File: src/rtl/reorder_buffer.sv
// Reorder buffer for the Tomasulo core.
// Issue allocates entries in program order and hands out the tail index as the
// ROB tag. Execution results arrive on the CDB by tag. The head entry retires
// once it is ready, producing a register write, a memory write or a pipeline
// flush as a registered one-cycle pulse on the following cycle.
module reorder_buffer #(
    parameter int DEPTH = 8,
    parameter int DW    = 16
) (
    input  logic                         clk1,
    input  logic                         rst_n,
    input  logic                         alloc_valid,
    input  logic [3:0]                   alloc_func,
    input  logic [7:0]                   alloc_dest,
    output logic                         alloc_ready,
    output logic [$clog2(DEPTH)-1:0]     alloc_tag,
    input  logic                         cdb_valid,
    input  logic [$clog2(DEPTH)-1:0]     cdb_tag,
    input  logic [DW-1:0]                cdb_value,
    input  logic                         cdb_taken,
    output logic                         commit_valid,
    output logic [3:0]                   commit_rd,
    output logic [DW-1:0]                commit_value,
    output logic [$clog2(DEPTH)-1:0]     commit_tag,
    output logic                         mem_we,
    output logic [7:0]                   mem_addr,
    output logic [DW-1:0]                mem_wdata,
    output logic                         flush,
    output logic [3:0]                   flush_target,
    output logic [$clog2(DEPTH+1)-1:0]   count,
    output logic                         empty
);

    localparam int AW = $clog2(DEPTH);
    localparam int CW = $clog2(DEPTH + 1);

    localparam logic [AW-1:0] PTR_ONE  = AW'(1);
    localparam logic [AW-1:0] PTR_ZERO = AW'(0);
    localparam logic [CW-1:0] CNT_ONE  = CW'(1);
    localparam logic [CW-1:0] CNT_ZERO = CW'(0);
    localparam logic [CW-1:0] CNT_FULL = CW'(DEPTH);

    typedef enum logic [1:0] {
        KIND_REG    = 2'd0,
        KIND_STORE  = 2'd1,
        KIND_BRANCH = 2'd2,
        KIND_NOP    = 2'd3
    } kind_e;

    // Map an issue opcode onto the retirement action it needs.
    function automatic kind_e decode_kind(input logic [3:0] func);
        kind_e k;
        case (func)
            4'b0000, 4'b0001, 4'b0010, 4'b0011, 4'b0100: k = KIND_REG;
            4'b0101:                                     k = KIND_STORE;
            4'b0110, 4'b0111:                            k = KIND_BRANCH;
            default:                                     k = KIND_NOP;
        endcase
        return k;
    endfunction

    // Entry storage
    logic [DEPTH-1:0] busy_q,  busy_d;
    logic [DEPTH-1:0] ready_q, ready_d;
    logic [DEPTH-1:0] taken_q, taken_d;
    kind_e            kind_q  [DEPTH];
    kind_e            kind_d  [DEPTH];
    logic [7:0]       dest_q  [DEPTH];
    logic [7:0]       dest_d  [DEPTH];
    logic [DW-1:0]    value_q [DEPTH];
    logic [DW-1:0]    value_d [DEPTH];

    // Pointers and occupancy
    logic [AW-1:0] head_q,  head_d;
    logic [AW-1:0] tail_q,  tail_d;
    logic [CW-1:0] count_q, count_d;

    // Registered retirement outputs
    logic          commit_valid_q, commit_valid_d;
    logic [3:0]    commit_rd_q,    commit_rd_d;
    logic [DW-1:0] commit_value_q, commit_value_d;
    logic [AW-1:0] commit_tag_q,   commit_tag_d;
    logic          mem_we_q,       mem_we_d;
    logic [7:0]    mem_addr_q,     mem_addr_d;
    logic [DW-1:0] mem_wdata_q,    mem_wdata_d;
    logic          flush_q,        flush_d;
    logic [3:0]    flush_target_q, flush_target_d;

    // Control decode
    logic          head_commit_s;
    logic          flush_now_s;
    logic          alloc_fire_s;
    logic          cdb_hit_s;
    kind_e         head_kind_s;
    kind_e         alloc_kind_s;
    logic [7:0]    head_dest_s;
    logic [DW-1:0] head_value_s;

    assign head_kind_s   = kind_q[head_q];
    assign head_dest_s   = dest_q[head_q];
    assign head_value_s  = value_q[head_q];
    assign alloc_kind_s  = decode_kind(alloc_func);
    assign head_commit_s = busy_q[head_q] & ready_q[head_q];
    // A retiring taken branch wipes the buffer, so issue is held off that cycle.
    assign flush_now_s   = head_commit_s && (head_kind_s == KIND_BRANCH) && taken_q[head_q];
    // No full-bypass: a same-cycle commit does not free room for a full buffer.
    assign alloc_ready   = (count_q < CNT_FULL) && !flush_now_s;
    assign alloc_fire_s  = alloc_valid && alloc_ready;
    // Stale tags and repeat broadcasts to an already-ready entry are dropped.
    assign cdb_hit_s     = cdb_valid && busy_q[cdb_tag] && !ready_q[cdb_tag];

    assign alloc_tag     = tail_q;
    assign count         = count_q;
    assign empty         = (count_q == CNT_ZERO);
    assign commit_valid  = commit_valid_q;
    assign commit_rd     = commit_rd_q;
    assign commit_value  = commit_value_q;
    assign commit_tag    = commit_tag_q;
    assign mem_we        = mem_we_q;
    assign mem_addr      = mem_addr_q;
    assign mem_wdata     = mem_wdata_q;
    assign flush         = flush_q;
    assign flush_target  = flush_target_q;

    // Per-entry next state: flush clears all, otherwise allocate, CDB write or retire.
    always_comb begin
        busy_d  = busy_q;
        ready_d = ready_q;
        taken_d = taken_q;
        kind_d  = kind_q;
        dest_d  = dest_q;
        value_d = value_q;
        for (int i = 0; i < DEPTH; i++) begin
            if (flush_now_s) begin
                busy_d[i]  = 1'b0;
                ready_d[i] = 1'b0;
            end else if (alloc_fire_s && (tail_q == AW'(i))) begin
                busy_d[i]  = 1'b1;
                ready_d[i] = (alloc_kind_s == KIND_NOP);
                kind_d[i]  = alloc_kind_s;
                dest_d[i]  = alloc_dest;
                value_d[i] = {DW{1'b0}};
                taken_d[i] = 1'b0;
            end else if (cdb_hit_s && (cdb_tag == AW'(i))) begin
                ready_d[i] = 1'b1;
                value_d[i] = cdb_value;
                taken_d[i] = cdb_taken;
            end else if (head_commit_s && (head_q == AW'(i))) begin
                busy_d[i]  = 1'b0;
                ready_d[i] = 1'b0;
            end else begin
                busy_d[i]  = busy_q[i];
                ready_d[i] = ready_q[i];
            end
        end
    end

    // Pointer and occupancy next state.
    always_comb begin
        head_d  = head_q;
        tail_d  = tail_q;
        count_d = count_q;
        if (flush_now_s) begin
            head_d  = PTR_ZERO;
            tail_d  = PTR_ZERO;
            count_d = CNT_ZERO;
        end else begin
            head_d = head_commit_s ? (head_q + PTR_ONE) : head_q;
            tail_d = alloc_fire_s  ? (tail_q + PTR_ONE) : tail_q;
            case ({alloc_fire_s, head_commit_s})
                2'b10:   count_d = count_q + CNT_ONE;
                2'b01:   count_d = count_q - CNT_ONE;
                default: count_d = count_q;
            endcase
        end
    end

    // Retirement output next state; data fields hold while their pulse is low.
    always_comb begin
        commit_valid_d = head_commit_s && (head_kind_s == KIND_REG);
        mem_we_d       = head_commit_s && (head_kind_s == KIND_STORE);
        flush_d        = flush_now_s;
        commit_rd_d    = commit_valid_d ? head_dest_s[3:0] : commit_rd_q;
        commit_value_d = commit_valid_d ? head_value_s     : commit_value_q;
        commit_tag_d   = commit_valid_d ? head_q           : commit_tag_q;
        mem_addr_d     = mem_we_d       ? head_dest_s      : mem_addr_q;
        mem_wdata_d    = mem_we_d       ? head_value_s     : mem_wdata_q;
        flush_target_d = flush_d        ? head_dest_s[3:0] : flush_target_q;
    end

    // Entry storage registers.
    always_ff @(posedge clk1 or negedge rst_n) begin
        if (!rst_n) begin
            busy_q  <= {DEPTH{1'b0}};
            ready_q <= {DEPTH{1'b0}};
            taken_q <= {DEPTH{1'b0}};
            for (int i = 0; i < DEPTH; i++) begin
                kind_q[i]  <= KIND_NOP;
                dest_q[i]  <= 8'h00;
                value_q[i] <= {DW{1'b0}};
            end
        end else begin
            busy_q  <= busy_d;
            ready_q <= ready_d;
            taken_q <= taken_d;
            kind_q  <= kind_d;
            dest_q  <= dest_d;
            value_q <= value_d;
        end
    end

    // Pointer and occupancy registers.
    always_ff @(posedge clk1 or negedge rst_n) begin
        if (!rst_n) begin
            head_q  <= PTR_ZERO;
            tail_q  <= PTR_ZERO;
            count_q <= CNT_ZERO;
        end else begin
            head_q  <= head_d;
            tail_q  <= tail_d;
            count_q <= count_d;
        end
    end

    // Retirement output registers.
    always_ff @(posedge clk1 or negedge rst_n) begin
        if (!rst_n) begin
            commit_valid_q <= 1'b0;
            commit_rd_q    <= 4'h0;
            commit_value_q <= {DW{1'b0}};
            commit_tag_q   <= PTR_ZERO;
            mem_we_q       <= 1'b0;
            mem_addr_q     <= 8'h00;
            mem_wdata_q    <= {DW{1'b0}};
            flush_q        <= 1'b0;
            flush_target_q <= 4'h0;
        end else begin
            commit_valid_q <= commit_valid_d;
            commit_rd_q    <= commit_rd_d;
            commit_value_q <= commit_value_d;
            commit_tag_q   <= commit_tag_d;
            mem_we_q       <= mem_we_d;
            mem_addr_q     <= mem_addr_d;
            mem_wdata_q    <= mem_wdata_d;
            flush_q        <= flush_d;
            flush_target_q <= flush_target_d;
        end
    end

endmodule

File: config.mk
export PLATFORM = sky130hd
export DESIGN_NAME = reorder_buffer
export DESIGN_NICKNAME = d
export VERILOG_FILES = /design/src/rtl/reorder_buffer.sv
export SDC_FILE = /design/constraint.sdc
export NUM_CORES = 1
export LEC_CHECK = 0
export BUFFER_PORTS_ARGS = -buffer_cell sky130_fd_sc_hd__buf_2
export CAP_MARGIN = 10
export CELL_PAD_IN_SITES_DETAIL_PLACEMENT = 2
export CELL_PAD_IN_SITES_GLOBAL_PLACEMENT = 2
export CORE_MARGIN = 2
export CORE_UTILIZATION = 30
export DETAILED_ROUTE_END_ITERATION = 16
export PLACE_DENSITY = 0.57
export SKIP_LAST_GASP = 1
export SYNTH_ARGS = -nofsm -noshare
export SYNTH_HDL_FRONTEND = slang
export SYNTH_SLANG_ARGS = --single-unit
File: constraint.sdc
create_clock -name clk1 -period 4.5 [get_ports clk1]
set_input_delay 0.675 -clock clk1 [delete_from_list [all_inputs] [get_ports clk1]]
set_output_delay 0.675 -clock clk1 [all_outputs]
set_load 0.05 [all_outputs]
==> results.json <==
{
  "status": "finished clean",
  "synth.avg_cell_area_um2": 13.4,
  "die_w_um": 215,
  "numCtsBuffers": 37,
  "cp-endpoint": "alloc_ready",
  "synth_top_area_cell": "dfrtp_1",
  "synth_compound_area_share_pct": 13.8,
  "clockPowerShare_pct": 25.5,
  "place_hpwl_um": 26600,
  "met1_usage_pct": 26.7,
  "ctsResizeCount": 0,
  "worstSetupStartpointType": "flip-flop",
  "final-hold-violation-count": 0,
  "crit_required_ps": 3830,
  "max_cap_viol_count": 0,
  "fin_area_um2": 15900,
  "max_slew_margin_pct": 30.2,
  "area_growth_pct": 18.6,
  "endpoint_kind": "output port",
  "grt_pass1_vias": 10200,
  "synthAdderAreaFrac_pct": 1.46,
  "synth_edf_count": 0,
  "whs_ps": 97.5,
  "share_seq_of_total_power_pct": 37.1,
  "htree_levels": 2,
  "finalSetupViolCount": 0,
  "syn_nets": 1053,
  "io_pins": 99,
  "p_leak_nw": 7.16,
  "post_cts_buffers": 0,
  "yosysTopAreaCellShare_pct": 52.3,
  "final_util_pct": 36.0,
  "fp.dieArea_um2": 46300,
  "synth_area_leaders": "dfrtp_1 (52%), a32o_1 (10%), mux4_2 (9.4%)",
  "cts_hold_buf": 0,
  "drc": 0,
  "ys_top_cells_by_count": "dfrtp_1 (280), a32o_1 (136), nand2_1 (119), mux2_2 (61), mux4_2 (56)",
  "cts_root_buf": "clkbuf_16",
  "fillers": 4552,
  "max_clock_freq_mhz": 250,
  "power.density_nw_per_um2": 760,
  "yosysSeqAreaShare_pct": 55.5,
  "gp_congestion": 0.728,
  "antenna_found_initial": 0,
  "grt_pass1_wl_um": 66300,
  "p_int_mw": 7.65,
  "totalPowerFinal_mw": 12.1,
  "antenna_left": 0,
  "fin_tns_setup_ps": 0,
  "core-area_um2": 44100,
  "cts_tree": "yes",
  "r2r-end": "count[3]",
  "synth_seq_cells": 296,
  "synthDistinctLibCells": 49,
  "synthArstFlopShare_pct": 100,
  "diodes": 0,
  "ys_warn_count": 0,
  "grt_max_degree": 175,
  "synth_simple_gate_area_share_pct": 7.28,
  "num_rows": 77,
  "crit_arrival_ps": 3320,
  "min_path_type": "input pin to async pin",
  "port_buffers": 98,
  "overflow": 0,
  "grt_util_all_layers_pct": 18.8,
  "period_minus_slack_ps": 4000,
  "met2_usage_pct": 30.4,
  "reg2reg_slack_ps": 1050,
  "start_util_pct": 30.3,
  "p_sw_share_pct": 36.7,
  "critPathMaxFanout": 19,
  "final_nets": 1144,
  "grt-busiest-layer": "met2",
  "p_comb_share_pct": 37.4,
  "finClkSkew_ps": 15.0,
  "clk_pin_slew_ps": 60,
  "rr_startpoint": "head_q[2]",
  "use_met3_pct": 2.69,
  "dieHeight_um": 215,
  "vias_per_cell": 5.38,
  "synth_ff_type": "dfrtp_1",
  "cts_buffer_depth": 3,
  "placed_cell_area_um2": 14600,
  "startpoint": "head_q[2]",
  "worst_skew_pair.late_latency_ps": 540,
  "wl_um": 42400,
  "netlist_instances": 1002,
  "rsz0062_at_grt": "no",
  "synth_mux_area_share_pct": 19.0,
  "vias": 9203,
  "drtPass1Iterations": 5,
  "yosysMostFrequentCell": "dfrtp_1",
  "criticalPathCategory": "flip-flop to output port",
  "synth_top_family_by_area": "multiplexers",
  "cts.sinks": 296,
  "netlist_area_um2": 13400,
  "reg2reg_depth": 12,
  "power_switching_mw": 4.43,
  "wl_per_cell_um": 24.8,
  "tightest_slew_ps": 1040,
  "period_share_pct": 88.9,
  "slew_viol_final": 0,
  "synth-xor-area-share_pct": 0.262,
  "max-vdd-ir-drop_mv": 0.239,
  "drive_above_1_share_pct": 31.5,
  "drtIter0Drc": 550
}
[cells by family after synthesis]
group / count (synthesis)
AOI/OAI and AO/OA: 216
xor gates and xnor gates: 4
adders and majority gates: 15
buffers and inverters: 93
DFF: 296
muxes: 169
and+or+nand+nor: 209
[layer usage]
layer | vias to the layer above | routed length (µm)
met5 | - | 0
met4 | 0 | 741
met3 | 44 | 1470
met2 | 149 | 20200
met1 | 4992 | 20000
li1 | 4018 | -
[flip-flops by register name, indices dropped and copies added, names as in the netlist, 8 cells and up]
name and flops:
value_q 128, dest_q 64, commit_value 16, kind_q 16, mem_wdata 16, busy_q 8
mem_addr 8, ready_q 8, taken_q 8
[power groups by stage]
stage	Combinational, mW	Clock [mW]	Sequential, mW
detailed placement	4.59	0	4.53
floorplan	2.76	0	4.92
global placement	4.49	0	4.48
CTS	4.61	3.18	4.49
finish	4.52	3.08	4.48
global route	4.93	3.29	4.63
[cell type report]
| type | count | area, µm² | share of cell area [%] |
|---|---|---|---|
| clock inverter | 15 | 210 | 1.32 |
| timing repair buffer | 132 | 801 | 5.04 |
| clock buffer | 49 | 1040 | 6.55 |
| sequential | 296 | 7430 | 46.8 |
| tap | 592 | 741 | 4.66 |
| inverter | 13 | 48.8 | 0.307 |
| multi-input combinational | 613 | 5610 | 35.3 |
[through the flow]
stage	worst slack (ps)	std cells
global placement	1050	1645
detailed placement	992	1646
floorplan	1090	1002
global route	269	1710
finish	501	1710
CTS	436	1710
[critical path: stages, from the launching register on]
cell and delay [ps]:
dfrtp_2 660, buf_4 370, mux4_2 350, mux2i_1 300, inv_1 180, nand4_4 180, inv_2 220, nor2_1 200
buf_2 300
[placed cells by master (no fill, tap or decap), drive strengths merged, types with 5 or more instances in the layout]
cell / instances
nor2: 42
nor2b: 7
inv: 14
a21oi: 46
and3: 6
mux4: 56
o221a: 7
a31oi: 10
dfrtp: 280
clkbuf: 49
o21ai: 9
ha: 14
mux2: 109
bufinv: 5
buf: 132
nand4b: 5
a32o: 136
nand3: 10
nand2: 119
dfstp: 16
clkinv: 9
[how the worst min path moves through the flow]
stage,endpoint,slack (ps)
3_3_place_gp,dest_q[45],460
5_1_grt,dest_q[20],140
4_1_cts,dest_q[4],110
3_5_place_dp,dest_q[31],470
2_1_floorplan,alloc_tag[0],380
6_report,dest_q[12],100
(Power assumes the default switching activity.)
